$ cat src/rtl/spi_frame_ctrl_pkg.sv
// Shared constants and types for the SPI frame controller: command bytes,
// FSM state encoding and configuration register indices.
package spi_frame_pkg;

  localparam logic [7:0] CMD_CONF_WR = 8'h2A;
  localparam logic [7:0] CMD_DATA_WR = 8'h2C;

  typedef enum logic [2:0] {
    IDLE = 3'd0,
    CMD  = 3'd1,
    CONF = 3'd2,
    DATA = 3'd3,
    DROP = 3'd4
  } state_t;

  localparam logic [2:0] CFG_IDX_T0H  = 3'd0;
  localparam logic [2:0] CFG_IDX_T1H  = 3'd1;
  localparam logic [2:0] CFG_IDX_TBIT = 3'd2;
  localparam logic [2:0] CFG_IDX_TRST = 3'd3;
  localparam logic [2:0] CFG_IDX_DONE = 3'd4;

  function automatic logic [7:0] xor_accum(input logic [7:0] acc, input logic [7:0] b);
    return acc ^ b;
  endfunction

endpackage

$ cat src/rtl/spi_frame_ctrl_if.sv
// Byte-stream, pixel RAM write and configuration bundle of spi_frame_ctrl.
// Adds chk_err_out when SPI_FRAME_XOR_CHK_EN is defined.
interface spi_frame_ctrl_if #(
  parameter int RAM_AW = 32'd11
);
  logic              spi_cs_n_in;
  logic              byte_rdy_in;
  logic [7:0]        byte_data_in;
  logic              ram_wr_en_out;
  logic [RAM_AW-1:0] ram_wr_addr_out;
  logic [7:0]        ram_wr_data_out;
  logic [7:0]        cfg_t0h_out;
  logic [7:0]        cfg_t1h_out;
  logic [7:0]        cfg_tbit_out;
  logic [7:0]        cfg_trst_out;
  logic              frame_rdy_out;
  logic              ovf_out;
`ifdef SPI_FRAME_XOR_CHK_EN
  logic              chk_err_out;

  modport master (
    output spi_cs_n_in, byte_rdy_in, byte_data_in,
    input  ram_wr_en_out, ram_wr_addr_out, ram_wr_data_out,
    input  cfg_t0h_out, cfg_t1h_out, cfg_tbit_out, cfg_trst_out,
    input  frame_rdy_out, ovf_out, chk_err_out
  );
  modport slave (
    input  spi_cs_n_in, byte_rdy_in, byte_data_in,
    output ram_wr_en_out, ram_wr_addr_out, ram_wr_data_out,
    output cfg_t0h_out, cfg_t1h_out, cfg_tbit_out, cfg_trst_out,
    output frame_rdy_out, ovf_out, chk_err_out
  );
`else
  modport master (
    output spi_cs_n_in, byte_rdy_in, byte_data_in,
    input  ram_wr_en_out, ram_wr_addr_out, ram_wr_data_out,
    input  cfg_t0h_out, cfg_t1h_out, cfg_tbit_out, cfg_trst_out,
    input  frame_rdy_out, ovf_out
  );
  modport slave (
    input  spi_cs_n_in, byte_rdy_in, byte_data_in,
    output ram_wr_en_out, ram_wr_addr_out, ram_wr_data_out,
    output cfg_t0h_out, cfg_t1h_out, cfg_tbit_out, cfg_trst_out,
    output frame_rdy_out, ovf_out
  );
`endif
endinterface

$ cat src/rtl/spi_frame_ctrl_cs_sync_edge.sv
// Two-flop synchroniser for the raw SPI chip select plus rise/fall detection.
// Flops reset to 1 (deasserted chip select) so reset never creates an edge.
module cs_sync_edge (
  input  logic clk_in,
  input  logic rst_in,
  input  logic cs_n_raw,
  output logic cs_fall,
  output logic cs_rise
);
  logic sync1_r;
  logic sync2_r;
  logic prev_r;

  // Synchroniser chain and previous-level register for edge detection
  always_ff @(posedge clk_in) begin
    if (rst_in) begin
      sync1_r <= 1'b1;
      sync2_r <= 1'b1;
      prev_r  <= 1'b1;
    end else begin
      sync1_r <= cs_n_raw;
      sync2_r <= sync1_r;
      prev_r  <= sync2_r;
    end
  end

  assign cs_fall = prev_r & ~sync2_r;
  assign cs_rise = ~prev_r & sync2_r;
endmodule

$ cat src/rtl/spi_frame_ctrl.sv
// Frame sequencer between the SPI byte receiver and the LED controller.
// Optional trailing-XOR frame check enabled by SPI_FRAME_XOR_CHK_EN.
module spi_frame_ctrl
  import spi_frame_pkg::*;
#(
  parameter int         RAM_AW       = 32'd11,
  parameter logic [7:0] CFG_T0H_DEF  = 8'd16,
  parameter logic [7:0] CFG_T1H_DEF  = 8'd40,
  parameter logic [7:0] CFG_TBIT_DEF = 8'd63,
  parameter logic [7:0] CFG_TRST_DEF = 8'd255
) (
  input logic             clk_in,
  input logic             rst_in,
  spi_frame_ctrl_if.slave bus
);
  localparam logic [RAM_AW-1:0] ADDR_ZERO = {RAM_AW{1'b0}};
  localparam logic [RAM_AW-1:0] ADDR_MAX  = {RAM_AW{1'b1}};
  localparam logic [RAM_AW-1:0] ADDR_ONE  = {{(RAM_AW-1){1'b0}}, 1'b1};

  state_t            state_r, state_s;
  logic              cs_fall_s, cs_rise_s;
  logic              cmd_byte_s, conf_byte_s, data_byte_s, wr_s, frame_end_s;
  logic              frame_ok_s;
  logic [RAM_AW-1:0] addr_r, wr_addr_r;
  logic [7:0]        wr_data_r;
  logic              wr_en_r, full_r, wrote_r, ovf_r, frame_rdy_r;
  logic [2:0]        cfg_idx_r;
  logic [7:0]        t0h_r, t1h_r, tbit_r, trst_r;

  cs_sync_edge u_cs_sync_edge (
    .clk_in   (clk_in),
    .rst_in   (rst_in),
    .cs_n_raw (bus.spi_cs_n_in),
    .cs_fall  (cs_fall_s),
    .cs_rise  (cs_rise_s)
  );

  assign cmd_byte_s  = bus.byte_rdy_in && (state_r == CMD);
  assign conf_byte_s = bus.byte_rdy_in && (state_r == CONF) && (cfg_idx_r < CFG_IDX_DONE);
  assign data_byte_s = bus.byte_rdy_in && (state_r == DATA);
  assign wr_s        = data_byte_s && !full_r;
  // A byte arriving with the closing edge still counts toward this frame
  assign frame_end_s = cs_rise_s && (state_r == DATA) && (wrote_r || wr_s);

`ifdef SPI_FRAME_XOR_CHK_EN
  logic [7:0] xor_r, xor_next_s;
  logic       chk_err_r, chk_bad_s;

  // Running XOR including a byte accepted on the frame-closing cycle
  always_comb begin
    xor_next_s = xor_r;
    if (data_byte_s) begin
      xor_next_s = xor_accum(xor_r, bus.byte_data_in);
    end else begin
      xor_next_s = xor_r;
    end
    frame_ok_s = frame_end_s && (xor_next_s == 8'h00);
    chk_bad_s  = frame_end_s && (xor_next_s != 8'h00);
  end

  // Checksum accumulator and error pulse
  always_ff @(posedge clk_in) begin
    if (rst_in) begin
      xor_r     <= 8'h00;
      chk_err_r <= 1'b0;
    end else begin
      chk_err_r <= chk_bad_s;
      if (cmd_byte_s && (bus.byte_data_in == CMD_DATA_WR)) begin
        xor_r <= 8'h00;
      end else begin
        xor_r <= xor_next_s;
      end
    end
  end

  assign bus.chk_err_out = chk_err_r;
`else
  assign frame_ok_s = frame_end_s;
`endif

  // FSM state register
  always_ff @(posedge clk_in) begin
    if (rst_in) begin
      state_r <= IDLE;
    end else begin
      state_r <= state_s;
    end
  end

  // FSM next state: frame edges take priority over byte decoding
  always_comb begin
    state_s = state_r;
    if (cs_rise_s) begin
      state_s = IDLE;
    end else if (cs_fall_s) begin
      state_s = CMD;
    end else if (cmd_byte_s) begin
      case (bus.byte_data_in)
        CMD_CONF_WR: state_s = CONF;
        CMD_DATA_WR: state_s = DATA;
        default:     state_s = DROP;
      endcase
    end else begin
      state_s = state_r;
    end
  end

  // Byte routing: RAM write port, address tracking, overflow and config registers
  always_ff @(posedge clk_in) begin
    if (rst_in) begin
      wr_en_r     <= 1'b0;
      wr_addr_r   <= ADDR_ZERO;
      wr_data_r   <= 8'h00;
      addr_r      <= ADDR_ZERO;
      full_r      <= 1'b0;
      wrote_r     <= 1'b0;
      ovf_r       <= 1'b0;
      frame_rdy_r <= 1'b0;
      cfg_idx_r   <= CFG_IDX_DONE;
      t0h_r       <= CFG_T0H_DEF;
      t1h_r       <= CFG_T1H_DEF;
      tbit_r      <= CFG_TBIT_DEF;
      trst_r      <= CFG_TRST_DEF;
    end else begin
      wr_en_r     <= wr_s;
      frame_rdy_r <= frame_ok_s;
      if (wr_s) begin
        wr_addr_r <= addr_r;
        wr_data_r <= bus.byte_data_in;
      end
      if (cmd_byte_s && (bus.byte_data_in == CMD_DATA_WR)) begin
        addr_r  <= ADDR_ZERO;
        full_r  <= 1'b0;
        wrote_r <= 1'b0;
        ovf_r   <= 1'b0;
      end else if (data_byte_s) begin
        if (full_r) begin
          ovf_r <= 1'b1;
        end else begin
          wrote_r <= 1'b1;
          // Address saturates at the last location; later bytes are dropped
          if (addr_r == ADDR_MAX) begin
            full_r <= 1'b1;
          end else begin
            addr_r <= addr_r + ADDR_ONE;
          end
        end
      end
      if (cmd_byte_s && (bus.byte_data_in == CMD_CONF_WR)) begin
        cfg_idx_r <= CFG_IDX_T0H;
      end else if (conf_byte_s) begin
        cfg_idx_r <= cfg_idx_r + 3'd1;
        case (cfg_idx_r)
          CFG_IDX_T0H:  t0h_r  <= bus.byte_data_in;
          CFG_IDX_T1H:  t1h_r  <= bus.byte_data_in;
          CFG_IDX_TBIT: tbit_r <= bus.byte_data_in;
          CFG_IDX_TRST: trst_r <= bus.byte_data_in;
          default:      ;
        endcase
      end
    end
  end

  assign bus.ram_wr_en_out   = wr_en_r;
  assign bus.ram_wr_addr_out = wr_addr_r;
  assign bus.ram_wr_data_out = wr_data_r;
  assign bus.cfg_t0h_out     = t0h_r;
  assign bus.cfg_t1h_out     = t1h_r;
  assign bus.cfg_tbit_out    = tbit_r;
  assign bus.cfg_trst_out    = trst_r;
  assign bus.frame_rdy_out   = frame_rdy_r;
  assign bus.ovf_out         = ovf_r;
endmodule

$ cat src/flat_wrapper.sv
// flat-port wrapper written by rule: the top's interface ports become plain ports
module spi_frame_ctrl_flat import spi_frame_pkg::*;
#(
  parameter int         RAM_AW       = 32'd11,
  parameter logic [7:0] CFG_T0H_DEF  = 8'd16,
  parameter logic [7:0] CFG_T1H_DEF  = 8'd40,
  parameter logic [7:0] CFG_TBIT_DEF = 8'd63,
  parameter logic [7:0] CFG_TRST_DEF = 8'd255
)
  (clk_in, rst_in, bus_spi_cs_n_in, bus_byte_rdy_in, bus_byte_data_in, bus_ram_wr_en_out, bus_ram_wr_addr_out, bus_ram_wr_data_out, bus_cfg_t0h_out, bus_cfg_t1h_out, bus_cfg_tbit_out, bus_cfg_trst_out, bus_frame_rdy_out, bus_ovf_out);
  spi_frame_ctrl_if #(.RAM_AW(RAM_AW)) bus_i ();
  input logic clk_in;
  input logic rst_in;
  input wire logic [$bits(bus_i.spi_cs_n_in)-1:0] bus_spi_cs_n_in;
  input wire logic [$bits(bus_i.byte_rdy_in)-1:0] bus_byte_rdy_in;
  input wire logic [$bits(bus_i.byte_data_in)-1:0] bus_byte_data_in;
  output wire logic [$bits(bus_i.ram_wr_en_out)-1:0] bus_ram_wr_en_out;
  output wire logic [$bits(bus_i.ram_wr_addr_out)-1:0] bus_ram_wr_addr_out;
  output wire logic [$bits(bus_i.ram_wr_data_out)-1:0] bus_ram_wr_data_out;
  output wire logic [$bits(bus_i.cfg_t0h_out)-1:0] bus_cfg_t0h_out;
  output wire logic [$bits(bus_i.cfg_t1h_out)-1:0] bus_cfg_t1h_out;
  output wire logic [$bits(bus_i.cfg_tbit_out)-1:0] bus_cfg_tbit_out;
  output wire logic [$bits(bus_i.cfg_trst_out)-1:0] bus_cfg_trst_out;
  output wire logic [$bits(bus_i.frame_rdy_out)-1:0] bus_frame_rdy_out;
  output wire logic [$bits(bus_i.ovf_out)-1:0] bus_ovf_out;
  assign bus_i.spi_cs_n_in = bus_spi_cs_n_in;
  assign bus_i.byte_rdy_in = bus_byte_rdy_in;
  assign bus_i.byte_data_in = bus_byte_data_in;
  assign bus_ram_wr_en_out = bus_i.ram_wr_en_out;
  assign bus_ram_wr_addr_out = bus_i.ram_wr_addr_out;
  assign bus_ram_wr_data_out = bus_i.ram_wr_data_out;
  assign bus_cfg_t0h_out = bus_i.cfg_t0h_out;
  assign bus_cfg_t1h_out = bus_i.cfg_t1h_out;
  assign bus_cfg_tbit_out = bus_i.cfg_tbit_out;
  assign bus_cfg_trst_out = bus_i.cfg_trst_out;
  assign bus_frame_rdy_out = bus_i.frame_rdy_out;
  assign bus_ovf_out = bus_i.ovf_out;
  spi_frame_ctrl #(.RAM_AW(RAM_AW), .CFG_T0H_DEF(CFG_T0H_DEF), .CFG_T1H_DEF(CFG_T1H_DEF), .CFG_TBIT_DEF(CFG_TBIT_DEF), .CFG_TRST_DEF(CFG_TRST_DEF)) u_core (.clk_in(clk_in), .rst_in(rst_in), .bus(bus_i));
endmodule
$ cat config.mk
export PLATFORM = sky130hd
export DESIGN_NAME = spi_frame_ctrl_flat
export DESIGN_NICKNAME = d
export VERILOG_FILES = /design/src/rtl/spi_frame_ctrl_pkg.sv /design/src/rtl/spi_frame_ctrl_if.sv /design/src/rtl/spi_frame_ctrl_cs_sync_edge.sv /design/src/rtl/spi_frame_ctrl.sv /design/src/flat_wrapper.sv
export SDC_FILE = /design/constraint.sdc
export NUM_CORES = 1
export LEC_CHECK = 0
export ABC_AREA = 1
export CELL_PAD_IN_SITES_DETAIL_PLACEMENT = 1
export CELL_PAD_IN_SITES_GLOBAL_PLACEMENT = 1
export CORE_MARGIN = 3
export CORE_UTILIZATION = 36
export DETAILED_ROUTE_END_ITERATION = 10
export PLACE_DENSITY = 0.77
export SYNTH_ARGS = -nofsm -noshare
export SYNTH_HDL_FRONTEND = slang
export SYNTH_SLANG_ARGS = --single-unit
$ cat constraint.sdc
create_clock -name clk_in -period 1.6 [get_ports clk_in]
set_input_delay 0.32 -clock clk_in [delete_from_list [all_inputs] [get_ports clk_in]]
set_output_delay 0.32 -clock clk_in [all_outputs]
set_load 0.005 [all_outputs]
==> metrics <==
outcome=finished clean; Clock Tree Root=clkbuf_8; placement row count=32; initial cell density of the core=38.1%; mean post-synth cell area=7.48 sq um; Critical Path RT=1280 ps; most frequent cells in the layout=nand2_1 (125), dfxtp_1 (74), clkdlybuf4s50_1 (64), nor2_1 (47), buf_4 (38); reg2reg start=u_core.state_r[2]; buffers plus inverters on the worst setup path=1; M3 GR Usage=4.57%; Max Freq=649 MHz; Async SR Flop Fraction=0%; crit path kind=register to output pin; Routed WL=8650 microns; CP startpoint kind=register; fin area=4330 sq um; n_diodes=0; vias in the first global route=3065; Placed Area=4090 sq um; WL/cell=14.0 microns; CTS tree=yes; hold_ws=420 ps; Net Switching=0.000815 W; Worst path depth=1; TritonCTS buffer count=9; Combinational Power Share=4.4%; Routed Antenna Nets=0; Iter 0 DRT Violations=51; final period utilization=96.3%; Port Buf Inserts=65; Syn Nets=424; DR pass1 iterations=4; CTS hold repair buffers=0; number of synthesis warnings=0; Crit. Startpoint=u_core.bus.ram_wr_data_out[5]; nets@finish=530; critical path data arrival time=1220 ps; Synth Cell Area=3040 sq um; Setup Skew=9.43 ps; PwrDens=817 nW/um^2; Clock power frac=42.0%; MaxCap Viol Count=0; crit path to=bus_ram_wr_data_out[5]; share of the synthesized area in the top cell type=50.1%; Slew Limit Fails=0; Synth area leaders=dfxtp_1 (50%), nand2_1 (15%), nor2_1 (6.1%); Placeable Area=7970 sq um; Top Usage Layer GRT=met2; number of synthesized flops with an enable pin=0; Clock transition at path regs=80 ps; Tot GR Track Use=18.3%; Ports=66; area delta synth->final=42.7%; wire length of the first global-routing pass=14300 microns; met2 usage=33.4%; Slew @ Worst Pin=344 ps; Fin. Hold Viols=0; routed via count=3015; worst-case reg-to-reg path depth=9; Worst path top cell family by delay=buffers and inverters; register area share after synthesis=50.1%; Peak VDD IR=0.478 mV; total leakage power=1.82 nW; deepest clock path buffer count=2; r2r endpoint=u_core.bus.cfg_t1h_out[1]; GRT overflow=0; fill count=990; slowest CP cell=clkdlybuf4s50_1; Worst path max stage delay=520 ps; Hold WC Path Type=register to register; Internal Power=0.00273 W; largest area contributor in the netlist=dfxtp_1; Max H-tree Level=3; die span in x=97.8 microns; M1 GR Usage=20.6%; initial antenna violation count=0; commonest non-fill, non-tap cell in the layout=nand2_1; share of layout cells above drive strength 1=14.9%; maximum fanout along the worst path=2; die height=97.8 microns; R2R setup slack=120 ps; CP endpoint kind=output pin; RSZ-0062 raised after global routing=yes; DR vias/cell=4.87; HPWL after DPL=6300 microns; Worst-Skew Late Latency=340 ps; final estimated routing congestion in global placement=0.819; Final min period=1540 ps; CP cell instances=clkdlybuf4s50_1; clk sink count=76; Post-Syn Instances=406; post-synthesis cell type count=27; Switching Fraction=23.0%; Reg power frac=53.5%; DR DRC count=0; die area=9570 sq um; Synth Flop Type=dfxtp_1; Yosys reg bits=76; Final setup viols=0; largest net degree at the start of global routing=43; Slew HR=76.9%
==> registers in the layout, summed over array words and instances, names as in the netlist, 3 cells and up <==
name	count
u_core.bus.ram_wr_data_out	8
u_core.cfg_idx_r	3
u_core.bus.cfg_t1h_out	8
u_core.bus.cfg_tbit_out	8
u_core.bus.ram_wr_addr_out	11
u_core.state_r	3
u_core.addr_r	11
u_core.bus.cfg_t0h_out	8
u_core.bus.cfg_trst_out	8
==> cells by family (layout without fill, tap and decap cells) <==
kind of cell / Yosys count / after routing / share of synthesized area (%)
AND/OR/NAND/NOR: 223 / 225 / 31.3
XOR/XNOR: 5 / 5 / 1.44
buffers and inverters: 47 / 156 / 6.35
flip-flops: 76 / 76 / 50.1
AO/OA/AOI/OAI: 49 / 49 / 8.32
adder cells (fa/ha/maj): 6 / 6 / 2.47
==> cell usage after synthesis, types with 3 or more instances <==
cell and number:
a21oi_1 30, buf_2 4, buf_4 3, clkbuf_1 5, dfxtp_1 76, ha_1 6
inv_1 33, nand2_1 125, nand2_2 3, nand3_1 27, nor2_1 49, nor2_4 3
nor3_1 5, o21ai_0 13, or2_2 3, xor2_1 5
==> final cells by class <==
cell class,count,area [sq um],share of cell area (%)
timing repair buffer,106,998,23.0
inverter,34,128,2.94
clock inverter,6,63.8,1.47
sequential,76,1520,35.2
multi-input combinational,285,1360,31.3
tap,102,128,2.94
clock buffer,10,138,3.18
==> power by group through the flow <==
stage	sequential [W]	combinational (W)	clock, W
after global placement	0.00194	0.000153	0
after detailed placement	0.00194	0.000154	0
after global routing	0.00190	0.000169	0.00160
after floorplan	0.00194	0.0000559	0
after CTS	0.00190	0.000156	0.00152
final	0.00190	0.000156	0.00149
==> routing by layer <==
layer	part of all wire, %	wire length, microns
met3	4.0	348
met4	2.4	210
met1	42	3640
met2	52	4460
met5	0	0
==> worst min path at each step <==
stage,end,cells past startpoint,slack (ps),start
2_1_floorplan,u_core.u_cs_sync_edge.sync2_r,1,390,u_core.u_cs_sync_edge.sync1_r
3_3_place_gp,u_core.u_cs_sync_edge.sync2_r,1,390,u_core.u_cs_sync_edge.sync1_r
3_5_place_dp,u_core.u_cs_sync_edge.sync2_r,1,400,u_core.u_cs_sync_edge.sync1_r
4_1_cts,u_core.u_cs_sync_edge.sync2_r,1,420,u_core.u_cs_sync_edge.sync1_r
5_1_grt,u_core.u_cs_sync_edge.sync2_r,1,440,u_core.u_cs_sync_edge.sync1_r
6_report,u_core.u_cs_sync_edge.sync2_r,1,420,u_core.u_cs_sync_edge.sync1_r
==> what timing repair did <==
action / CTS / global route
gates resized for setup: 0 / 8
buffers inserted: 0 / 1
endpoints found under the setup margin: 0 / 46
==> worst register-to-register path: stages, from the launching register on <==
cell and delay [ps]:
dfxtp_1 330, inv_1 80, nand2_2 60, nor3_2 210
nand2_2 120, buf_12 160, nor2_4 160, buf_4 160
nor2_1 40, nor2_1 100
==> stage by stage <==
stage / total power [W] / setup WS (ps) / util (%) / instances / setup TNS, ps
finish: 0.00354 / 59.2 / 54.4 / 619 / 0
floorplan: 0.00200 / 186 / - / 406 / 0
global placement: 0.00209 / -304 / 51.3 / 600 / -13850
CTS: 0.00358 / 4.89 / 53.8 / 616 / 0
detailed placement: 0.00210 / -360 / 51.3 / 600 / -15900
global route: 0.00367 / -22.8 / 54.4 / 619 / -110
No activity file was read; power rests on OpenSTA's default activity.
